===== config.mk =====
export PLATFORM = sky130hd
export DESIGN_NAME = vend_machine_param
export DESIGN_NICKNAME = d
export VERILOG_FILES = /design/src/rtl/vend_machine_param.sv
export SDC_FILE = /design/constraint.sdc
export NUM_CORES = 1
export LEC_CHECK = 0
export BUFFER_PORTS_ARGS = -buffer_cell sky130_fd_sc_hd__buf_2
export CAP_MARGIN = 0
export CORE_MARGIN = 8
export CORE_UTILIZATION = 57
export DETAILED_ROUTE_END_ITERATION = 12
export GPL_TIMING_DRIVEN = 0
export PLACE_DENSITY = 0.8
export SLEW_MARGIN = 40
export SYNTH_ARGS = -nofsm -noshare
export SYNTH_HDL_FRONTEND = slang
export SYNTH_SLANG_ARGS = --single-unit
export TNS_END_PERCENT = 100

===== constraint.sdc =====
create_clock -name clk -period 2.4 [get_ports clk]
set_input_delay 0.12 -clock clk [delete_from_list [all_inputs] [get_ports clk]]
set_output_delay 0.12 -clock clk [all_outputs]
set_load 0.01 [all_outputs]

===== src/rtl/vend_machine_param.sv =====
// Parameterised coin-operated vending controller: synchronised coin input, credit FSM, change ejection.
// Optional stock counter with restock/sold_out is compiled in when VEND_STOCK_EN is defined.
module vend_machine_param #(
    parameter int PRICE       = 4,
    parameter int CREDIT_W    = 4,
    parameter int SYNC_STAGES = 2,
    parameter int STOCK_W     = 8,
    parameter int STOCK_INIT  = 16
) (
    input  logic                clk,
    input  logic                reset,
    input  logic [1:0]          coin,
    input  logic                cancel,
`ifdef VEND_STOCK_EN
    input  logic                restock,
    output logic                sold_out,
`endif
    output logic                pour_water,
    output logic                change1,
    output logic                change2,
    output logic                coin_reject,
    output logic                busy,
    output logic [CREDIT_W-1:0] credit
);

    typedef enum logic [1:0] {IDLE, COLLECT, VEND, CHANGE} state_t;

    localparam logic [CREDIT_W-1:0] PRICE_C = CREDIT_W'(PRICE);
    localparam logic [CREDIT_W-1:0] ONE_C   = CREDIT_W'(1);
    localparam logic [CREDIT_W-1:0] TWO_C   = CREDIT_W'(2);

    // Elaboration-time sanity checks on the parameter set.
    generate
        if (PRICE < 1 || PRICE > 64) begin : g_bad_price
            $error("PRICE must lie in 1..64");
        end
        if ((PRICE + 4) >= (2 ** CREDIT_W)) begin : g_bad_credit_w
            $error("CREDIT_W too narrow to hold PRICE+4");
        end
        if (SYNC_STAGES < 2) begin : g_bad_sync
            $error("SYNC_STAGES must be at least 2");
        end
        if (STOCK_W < 1 || STOCK_INIT < 0 || STOCK_INIT >= (2 ** STOCK_W)) begin : g_bad_stock
            $error("STOCK_INIT does not fit in STOCK_W bits");
        end
    endgenerate

    logic [SYNC_STAGES-1:0][1:0] sync_reg;
    logic [SYNC_STAGES-1:0]      fill_reg;
    logic [1:0]                  sync_out;
    logic                        prev_zero_reg;
    logic                        coin_evt_reg;
    logic [CREDIT_W-1:0]         coin_val_reg;
    logic [CREDIT_W-1:0]         coin_val_next;

    state_t              state_reg, state_next;
    logic [CREDIT_W-1:0] credit_reg, credit_next;
    logic [CREDIT_W-1:0] coin_sum;
    logic [CREDIT_W-1:0] remain;
    logic                pour_reg, change1_reg, change2_reg, reject_reg;
    logic                pour_next, change1_next, change2_next, reject_next;
    logic                stock_empty;

    assign sync_out = sync_reg[SYNC_STAGES-1];

    // fill_reg tracks when the synchroniser holds real samples again after reset,
    // so a code held through reset is not mistaken for a fresh insertion.
    always_ff @(posedge clk or posedge reset) begin
        if (reset) begin
            sync_reg <= '0;
            fill_reg <= '0;
        end else begin
            sync_reg <= {sync_reg[SYNC_STAGES-2:0], coin};
            fill_reg <= {fill_reg[SYNC_STAGES-2:0], 1'b1};
        end
    end

    always_comb begin
        coin_val_next = '0;
        case (sync_out)
            2'd1:    coin_val_next = CREDIT_W'(1);
            2'd2:    coin_val_next = CREDIT_W'(2);
            2'd3:    coin_val_next = CREDIT_W'(5);
            default: coin_val_next = '0;
        endcase
    end

    always_ff @(posedge clk or posedge reset) begin
        if (reset) begin
            prev_zero_reg <= 1'b0;
            coin_evt_reg  <= 1'b0;
            coin_val_reg  <= '0;
        end else begin
            coin_evt_reg <= 1'b0;
            if (fill_reg[SYNC_STAGES-1]) begin
                prev_zero_reg <= (sync_out == 2'd0);
                coin_evt_reg  <= prev_zero_reg && (sync_out != 2'd0);
            end
            coin_val_reg <= coin_val_next;
        end
    end

`ifdef VEND_STOCK_EN
    logic [STOCK_W-1:0] stock_reg;

    always_ff @(posedge clk or posedge reset) begin
        if (reset) begin
            stock_reg <= STOCK_W'(STOCK_INIT);
        end else if (restock) begin
            stock_reg <= STOCK_W'(STOCK_INIT);
        end else if (state_reg == VEND && stock_reg != '0) begin
            stock_reg <= stock_reg - 1'b1;
        end
    end

    assign stock_empty = (stock_reg == '0);
    assign sold_out    = stock_empty;
`else
    assign stock_empty = 1'b0;
`endif

    assign coin_sum = credit_reg + coin_val_reg;
    assign remain   = credit_reg - PRICE_C;

    // In CHANGE the credit is debited by whichever change pulse is on the wire this
    // cycle; a cycle spent on coin_reject ejects nothing, keeping pulses exclusive.
    always_comb begin
        state_next  = state_reg;
        credit_next = credit_reg;
        reject_next = 1'b0;
        case (state_reg)
            IDLE, COLLECT: begin
                if (coin_evt_reg) begin
                    if (state_reg == IDLE && stock_empty) begin
                        reject_next = 1'b1;
                    end else begin
                        credit_next = coin_sum;
                        if (coin_sum >= PRICE_C)
                            state_next = VEND;
                        else if (state_reg == COLLECT && cancel)
                            state_next = CHANGE;
                        else
                            state_next = COLLECT;
                    end
                end else if (state_reg == COLLECT && cancel) begin
                    state_next = CHANGE;
                end
            end
            VEND: begin
                reject_next = coin_evt_reg;
                credit_next = remain;
                state_next  = (remain != '0) ? CHANGE : IDLE;
            end
            CHANGE: begin
                reject_next = coin_evt_reg;
                if (change2_reg)
                    credit_next = credit_reg - TWO_C;
                else if (change1_reg)
                    credit_next = credit_reg - ONE_C;
                state_next = (credit_next == '0) ? IDLE : CHANGE;
            end
            default: begin
                state_next  = IDLE;
                credit_next = '0;
            end
        endcase
    end

    assign pour_next    = (state_next == VEND);
    assign change2_next = (state_next == CHANGE) && !reject_next && (credit_next >= TWO_C);
    assign change1_next = (state_next == CHANGE) && !reject_next && (credit_next == ONE_C);

    always_ff @(posedge clk or posedge reset) begin
        if (reset) begin
            state_reg   <= IDLE;
            credit_reg  <= '0;
            pour_reg    <= 1'b0;
            change1_reg <= 1'b0;
            change2_reg <= 1'b0;
            reject_reg  <= 1'b0;
        end else begin
            state_reg   <= state_next;
            credit_reg  <= credit_next;
            pour_reg    <= pour_next;
            change1_reg <= change1_next;
            change2_reg <= change2_next;
            reject_reg  <= reject_next;
        end
    end

    assign pour_water  = pour_reg;
    assign change1     = change1_reg;
    assign change2     = change2_reg;
    assign coin_reject = reject_reg;
    assign busy        = (state_reg == VEND) || (state_reg == CHANGE);
    assign credit      = credit_reg;

endmodule

==> impl_results.md, run 1 <==
* CP required at 2.61 ns
* Num rows at 17
* Vias in the first global route at 918
* Synth Cell Area at 1237 um2
* Slowest CP cell: dfrtp_2
* Vias/cell at 5.665
* Largest family of logic cells by synthesized area: compound AO/OA/AOI/OAI gates
* Root buf cell: clkbuf_4
* Grt ovf at 0
* Antenna Violating Nets Remaining at 0
* Routability Congestion at 0.9500
* Leakage at 0.6740 nW
* Commonest non-fill, non-tap cell in the layout: dfrtp_1
* DRC at 0
* Min Hold Slack at 0.08818 ns
* Die height at 62.60 um
* Post-Synth Simple-Gate Area at 18.71%
* Ys flop type: dfrtp_1
* Tot GR Track Use at 13.13%
* Max VDD drop at 0.6863 mV
* Yosys reg bits at 21
* Synth Area in XOR/XNOR at 2.022%
* CTS max path bufs at 2
* # IOs at 14
* Diode count at 0
* MaxCap Viol Count at 0
* Mapped Cells at ~120
* Initial DRC count at 31
* Clk_lat worst skew at approximately 0.29 ns
* Die W at 62.60 um
* Crit path launch type: flip-flop
* I/O Buffers at 13
* Area Overhead vs Synth at 15.37%
* Wirelength per Cell at 15.16 um
* Syn Nets at 132
* Asr flop ratio synth at 100.0%
* Initial Utilization at 58.18%
* Worst Setup SP: credit[0]
* Synth Area in Compound Gates at 20.53%
* Setup WS pre-CTS at -0.06135 ns
* Final hold viol count at 0
* Total wire length after detailed routing at 2.578 mm
* Worst clock skew at 0.004825 ns
* # H-tree levels at 1
* DR vias at 963
* Worst-path fanout max at 4
* Power Total at roughly 1.9 mW
* Mux contribution to synthesized area at 0.9100%
* Core ar. at 2127 um2
* First-pass GRT wire length at 4.209 mm
* Layout Nets at 156
* Max Fclk at 442.0 MHz
* Crit end category: flip-flop
* Commonest non-fill, non-tap cells in the layout: dfrtp_1 (20), buf_2 (16), nor2_1 (11)
* Cells along the critical path: ha_1 > fa_1 > xnor2_2 > nand3b_1 > o311ai_4 > a22oi_4 > nor4b_2
* DP HPWL at roughly 1.9 mm
* Share of cells above drive strength 1 at 29.58%
* Clock Sinks at 21
* Final setup violating endpoints at 0
* Yosys warning total at 0
* Setup slack after layout at ~0.14 ns
* Final Util at 67.12%
* Status: finished clean
* Syn avg cell area at roughly 10 um2
* Post-Synth Adder-Cell Area at 8.696%
* DRT Pass-1 Iters at 4
* Crit path arrival time at 2.47 ns
* HP Class: in -> reg
* Die area at 3918 um2
* TritonCTS clock tree: built
* Setup CP Type: reg -> reg
* Synth unique cells at between 40 and 50
* HP Start: cancel
* Clk slew on worst S/H paths at 0.11 ns
* Seq/Total Area, Yosys at between 40% and 50%
* Max FFs per register at 4
* Antenna violations before repair at 0
* CTS Buf Count at 3
* Pwr dens at 1331 nW/um2
* Min Clock Period, post-route at 2.262 ns
* Largest net degree at the start of global routing at 22
* Max-slew violations at 0
* Final Cycle Share at a little over nine tenths
* RR Startpoint: credit[0]
* Max incr delay on CP at 0.42 ns
* Post-synth EDFFs at 0
==> routing by layer <==
layer | wire (um) | vias up | GRT usage, %
met5 | 0 | - | 0
met4 | 14 | 0 | 5.413
met3 | 109 | 2 | 4.122
met2 | 1407 | 23 | 22.90
met1 | 1046 | 473 | 14.35
li1 | - | 465 | -
==> worst max-delay path: cells and delay by family, from the launching register on <==
family / cells / cell delay, ns
XOR/XNOR: 1 / 0.22
adder cells (fa/ha/maj): 2 / 0.65
AND/OR/NAND/NOR: 2 / 0.36
flip-flops: 1 / 0.42
AO/OA/AOI/OAI: 2 / 0.52
==> cell type report <==
cell class              count  area (um2)
flip-flops and latches     21       526.8
clock buffers               4       26.28
multi-input cells          81       643.1
well taps                  28       35.03
repair buffers             19       117.6
fillers                   163       699.4
inverters                   9       33.78
plain buffers               8       45.04
==> cell families after synthesis <==
| kind of cell | Yosys count |
|---|---|
| buffers and inverters | 17 |
| DFF | 21 |
| adders and majority gates | 8 |
| muxes | 1 |
| xor gates and xnor gates | 2 |
| and+or+nand+nor | 39 |
| other | 1 |
| AOI/OAI and AO/OA | 30 |
==> synthesized netlist by cell type (all sizes together) (2+ instances only) <==
master,instances,area share (%)
a31oi,2,1.0
a22oi,2,2.3
nor2,11,3.3
xnor2,2,2.0
clkbuf,3,0.91
buf,5,2.7
dfrtp,21,42
nand4b,2,1.4
a31o,2,1.4
o211ai,3,2.6
o21a,2,1.2
inv,9,2.7
a211oi,4,2.8
nand3,3,1.2
and2,4,2.0
and3,2,1.1
a21oi,3,1.2
nand2,8,2.4
o21ai,5,2.0
nor2b,2,1.0
ha,7,7.1
==> worst paths after layout <==
path / endpoint / slack, ns / depth (start not counted)
max: change1 / 0.14 / 7
min: state_reg[1] / 0.09 / 3
max reg2reg: change1 / 0.14 / 7
min reg2reg: sync_out[0] / 0.36 / 0
max in group asynchronous: credit[0] / 1.72 / 3
min in group asynchronous: sync_out[0] / 0.36 / 3
==> metrics by stage <==
| step | area (um2) | setup TNS, ns | instances |
|---|---|---|---|
| after floorplan | 1237 | 0 | 119 |
| after global placement | 1338 | -0.04115 | 160 |
| after detailed placement | 1338 | -0.06135 | 160 |
| after CTS | 1405 | 0 | 167 |
| after global routing | 1428 | -0.01002 | 170 |
| final | 1428 | 0 | 170 |
==> power breakdown <==
part / switching [mW] / total (mW) / internal [mW]
combinational: 0.681 / 1.21 / 0.527
sequential: 0.0864 / 0.529 / 0.443
clock: 0.0976 / 0.162 / 0.0646
==> repair_timing <==
item / in CTS / in global routing
hold endpoints to repair: 23 / 0
endpoints found under the setup margin: 2 / 2
hold buffers: 3 / 0
setup buffers: 0 / 3
gates resized for setup: 2 / 0
gates cloned: 0 / 0
pin swaps: 0 / 1
Power figures use the tool's default switching activity.
==> run 2, diff against run 1 <==
Clock period 2.4 ns to 2.6 ns, I/O delays scaled along.
==> run 2 against run 1 <==
Effect of this change:
- final area down 1.7%
- clock skew decreased by 0.0014 ns
- register-to-register slack gained 0.07 ns
==> impl_results.md, run 2 (synthesis results as in run 1) <==
* Status: finished clean
* # H-tree levels at 1
* P_int at approximately 920 uW
* DR vias at 959
* Max incr delay on CP at 0.52 ns
* CP delay by family, top: adder cells
* HP Class: in -> reg
* # IOs at 14
* Root buf cell: clkbuf_4
* Fill count at 167
* RSZ-0062 raised after global routing: no
* Post-CTS Setup Bufs at 0
* Clk_lat worst skew at just under 0.3 ns
* DP HPWL at 1.874 mm
* Total wire length after detailed routing at 2.541 mm
* Post-route cell area at 1404 um2
* Antenna violations before repair at 0
* Die area at about 3900 um2
* Grt ovf at 0
* Clk slew on worst S/H paths at 0.11 ns
* Vias in the first global route at 910
* Footprint of the multi-input gates at 643.1 um2
* Min Hold Slack at around 0.097 ns
* Logic pwr share at 61.8%
* CTS Buf Count at 3
* Max FFs per register at 4
* MaxCap Viol Count at 0
* Num rows at 17
* Min Clock Period, post-route at 2.397 ns
* CP required at roughly 2.8 ns
* Clock Sinks at 21
* Slowest CP cell: dfrtp_1
* Clk pwr share at 8.7%
* DRT Pass-1 Iters at 4
* Initial Utilization at 58.18%
* I/O Buffers at 13
* Setup_tns at 0 ns
* Net Sw Frac at a little under half
* Die height at around 63 um
* First-pass GRT wire length at 4.071 mm
* Initial DRC count at 56
* Max-slew violations at 0
* Buf+Inv Stages, Crit Path at 0
* Cells along the critical path: ha_1 > fa_1 > xnor2_2 > nand3b_1 > o311ai_4 > a22oi_4 > nor4b_2
* Final Cycle Share at 92.20%
* DRC at 0
* Diode count at 0
* Share of cells above drive strength 1 at 27.34%
* Core ar. at 2127 um2
* Placed Instance Area at 1338 um2
* Final hold viol count at 0
* Commonest non-fill, non-tap cells in the layout: dfrtp_1 (21), buf_2 (16), nor2_1 (11)
* Crit path arrival time at 2.61 ns
* Combined flip-flop and latch cell area at roughly 530 um2
* CTS max path bufs at 2
* Leakage at 0.6596 nW
* Pwr dens at 1221 nW/um2
* Sequential share of power at approximately 30%
* Routability Congestion at roughly 0.95
* Worst clock skew at 0.003424 ns
* Vias/cell at 5.743
* Max VDD drop at 0.6315 mV
* Area Overhead vs Synth at 13.45%
* Final setup violating endpoints at 0
* TritonCTS clock tree: built
* Crit path launch type: flip-flop
* Psw at 791.7 uW
* Wirelength per Cell at 15.22 um
* Largest net degree at the start of global routing at 22
* Antenna Violating Nets Remaining at 0
* Tot GR Track Use at 12.76%
* Commonest non-fill, non-tap cell in the layout: dfrtp_1
* Die W at 62.60 um
* Crit end category: flip-flop
* Setup CP Type: reg -> reg
* Power Total at between 1.5 and 2 mW
* Worst-path fanout max at 9
* Max Fclk at 417.1 MHz
* Layout Nets at roughly 150
-- run 2: area by class of cell --
cell class                 count  share of cell area, %
buffer                         8                  3.209
clock buffer                   4                  1.872
inverter                       9                  2.406
multi-input combinational     81                  45.81
sequential                    21                  37.43
tap                           28                  2.496
timing repair buffer          16                  6.774
-- run 2: what timing repair did --
action / in CTS / in global routing
endpoints found under the hold margin: 23 / 0
hold buffers: 3 / 0
resized for setup: 0 / 1
setup endpoints to repair: 0 / 1
-- run 2: final timing paths --
check	start	endpoint	slack (ns)	cells after the start
setup / recovery	credit[0]	change1	0.20	7
hold / removal	cancel	state_reg[1]	0.1	3
setup reg to reg	credit[0]	change1	0.20	7
hold reg to reg	sync_reg[0]	sync_out[0]	0.36	0
max in group asynchronous	reset	fill_reg[1]	1.94	3
min in group asynchronous	reset	sync_out[0]	0.36	3
-- run 2: power by group through the flow --
| stage | logic, mW | registers (mW) | clock network, mW |
|---|---|---|---|
| CTS | 1.02 | 0.503 | 0.156 |
| detailed placement | 1.01 | 0.510 | 0 |
| floorplan | 0.766 | 0.511 | 0 |
| global placement | 0.976 | 0.502 | 0 |
| finish | 1.06 | 0.505 | 0.150 |
| global route | 1.15 | 0.518 | 0.165 |
-- run 2: stage by stage --
stage | cells | util (%) | worst slack [ns]
2_1_floorplan | 119 | - | 0.3493
3_3_place_gp | 160 | 62.88 | 0.1588
5_1_grt | 167 | 66.00 | 0.06047
3_5_place_dp | 160 | 62.88 | 0.1387
4_1_cts | 167 | 65.53 | 0.1099
6_report | 167 | 66.00 | 0.2028
-- run 2: per-layer routing --
| layer | vias to the layer above | part of all wire [%] | global-route usage [%] |
|---|---|---|---|
| met5 | - | 0 | 0 |
| met4 | 0 | 2.2 | 4.843 |
| met3 | 9 | 4.1 | 3.943 |
| met2 | 26 | 52 | 22.12 |
| met1 | 466 | 41 | 14.24 |
| li1 | 458 | - | - |
-- run 2: worst min-delay path: cells and delay by family --
kind | cells | cell delay, ns
AOI/OAI and AO/OA | 1 | 0.06
and+or+nand+nor | 1 | 0.06
buffers and inverters | 1 | 0.10
==> run 3, diff against run 2 <==
Settings changed: CORE_UTILIZATION 57 to 36, PLACE_DENSITY 0.8 to 0.56.
==> run 3 against run 2 <==
Effect of this change:
- worst hold slack worse by 0.019 ns
- count of clock-buffer cells in the layout down 1
- largest cell class unchanged
- clock skew up 0.0023 ns
- sequential power down 0.8%
- final cell count up 11%
- sequential share of layout area down 0.36 points
==> impl_results.md, run 3 (synthesis results as in run 1) <==
* Status: finished clean
* MaxCap Viol Count at 0
* Routability Congestion at 0.8289
* Largest net degree at the start of global routing at 22
* Setup CP Type: reg -> reg
* Tot GR Track Use at 9.419%
* I/O Buffers at 13
* Grt ovf at 0
* Crit end category: flip-flop
* Vias in the first global route at around 920
* Footprint of the multi-input gates at 633.1 um2
* DR vias at 931
* Antenna violations before repair at 0
* Max-slew violations at 0
* # H-tree levels at 1
* Vias/cell at approximately 5
* R2r worst-path depth at 7
* Die W at 74.63 um
* DRC at 0
* Share of cells above drive strength 1 at 28.06%
* Area Overhead vs Synth at 14.56%
* Root buf cell: clkbuf_4
* Post-CTS Setup Bufs at 0
* Fill count at about 350
* Clk_lat worst skew at 0.30 ns
* Die area at between 5000 and 6000 um2
* FF-to-FF End: change1
* CP required at 2.81 ns
* Total wire length after detailed routing at 2.354 mm
* Commonest non-fill, non-tap cells in the layout: dfrtp_1 (21), buf_2 (16), nor2_1 (11)
* Max Fclk at 407.4 MHz
* Initial Utilization at between 30% and 40%
* Min Hold Slack at 0.07854 ns
* Hold path endpoint: state_reg[1]
* DP HPWL at 1.786 mm
* Num rows at 21
* RR Startpoint: credit[0]
* Setup_tns at 0 ns
* Antenna Violating Nets Remaining at 0
* TritonCTS clock tree: built
* Crit path launch type: flip-flop
* DRT Pass-1 Iters at 4
* WHS Path Cells at 3
* Final Cycle Share at 94.41%
* Clk slew on worst S/H paths at 0.12 ns
* Power Total at 1.656 mW
* HP Start: cancel
* Leakage at approximately 0.65 nW
* # IOs at 14
* Initial DRC count at 98
* HP Class: in -> reg
* CTS max path bufs at 2
* R2R Setup Slk at 0.15 ns
* Wirelength per Cell at about 13 um
* Diode count at 0
* Max FFs per register at 4
* Die height at 74.63 um
* Clock Sinks at 21
* Worst clock skew at around 0.0057 ns
* Layout Nets at 153
* Commonest non-fill, non-tap cell in the layout: dfrtp_1
* Min Clock Period, post-route at approximately 2.5 ns
* Core ar. at between 3000 and 4000 um2
* RSZ-0062 raised after global routing: no
* First-pass GRT wire length at 4.043 mm
* Combined flip-flop and latch cell area at 525.5 um2
* Worst-path fanout max at 9
* CTS Buf Count at 3
* CTS-repair resized insts at 0
* Pwr dens at 1168 nW/um2
* Crit path arrival time at approximately 2.7 ns
* Final setup violating endpoints at 0
* Max VDD drop at roughly 0.37 mV
* Final hold viol count at 0
[run 3: cell types whose count changed in the layout (fill, tap and decap cells not counted)]
cell      previous run  this run
o311ai_2             0         1
clkinv_2             0         1
clkbuf_1             4         3
o311ai_4             1         0
[run 3: worst max path at each step]
stage	cells after the start	to	startpoint
floorplan	7	change1	credit[0]
global placement	7	change1	credit[0]
detailed placement	7	change1	credit[0]
CTS	7	change1	credit[0]
global route	7	change1	credit[0]
finish	7	change1	credit[0]
[run 3: stage by stage]
step | std cells | cell area (um2) | setup slack (ns) | util [%]
floorplan | 119 | 1237 | 0.3493 | -
global placement | 178 | 1360 | 0.1850 | 41.08
detailed placement | 178 | 1360 | 0.1587 | 41.08
CTS | 185 | 1418 | 0.1201 | 42.82
global route | 185 | 1418 | 0.02069 | 42.82
finish | 185 | 1418 | 0.1454 | 42.82
[run 3: layout make-up]
type	instances	share of cell area (%)
Tap cell	46	4.060
Clock buffer	3	1.589
Clock inverter	1	0.3530
Multi-Input combinational cell	81	44.66
Timing Repair Buffer	16	6.708
Sequential cell	21	37.07
Inverter	9	2.383
Buffer	8	3.177
[run 3: per-layer routing]
metal / vias to the layer above / GRT usage, % / wire length [um] / part of all wire [%]
li1: 456 / - / - / -
met5: - / 0 / 0 / 0
met4: 0 / 2.826 / 12 / 0.51
met1: 450 / 11.16 / 1020 / 43
met2: 23 / 16.07 / 1209 / 51
met3: 2 / 2.663 / 111 / 4.7
[run 3: worst max-delay path, cell delays in order (launching register included)]
cell	delay, ns
dfrtp_1	0.52
ha_1	0.30
fa_1	0.42
xnor2_2	0.21
nand3b_1	0.12
o311ai_2	0.43
a22oi_4	0.14
nor4b_2	0.24
[run 3: power by group]
part	total, mW	internal (mW)	leakage [nW]	switching, mW
logic	1.00	0.444	0.382	0.556
registers	0.501	0.407	0.250	0.0933
clock network	0.155	0.0573	0.0177	0.0982
[run 3: timing repair]
action	in CTS	in global routing
hold buffers	3	0
setup endpoints to repair	0	0
hold endpoints to repair	23	0
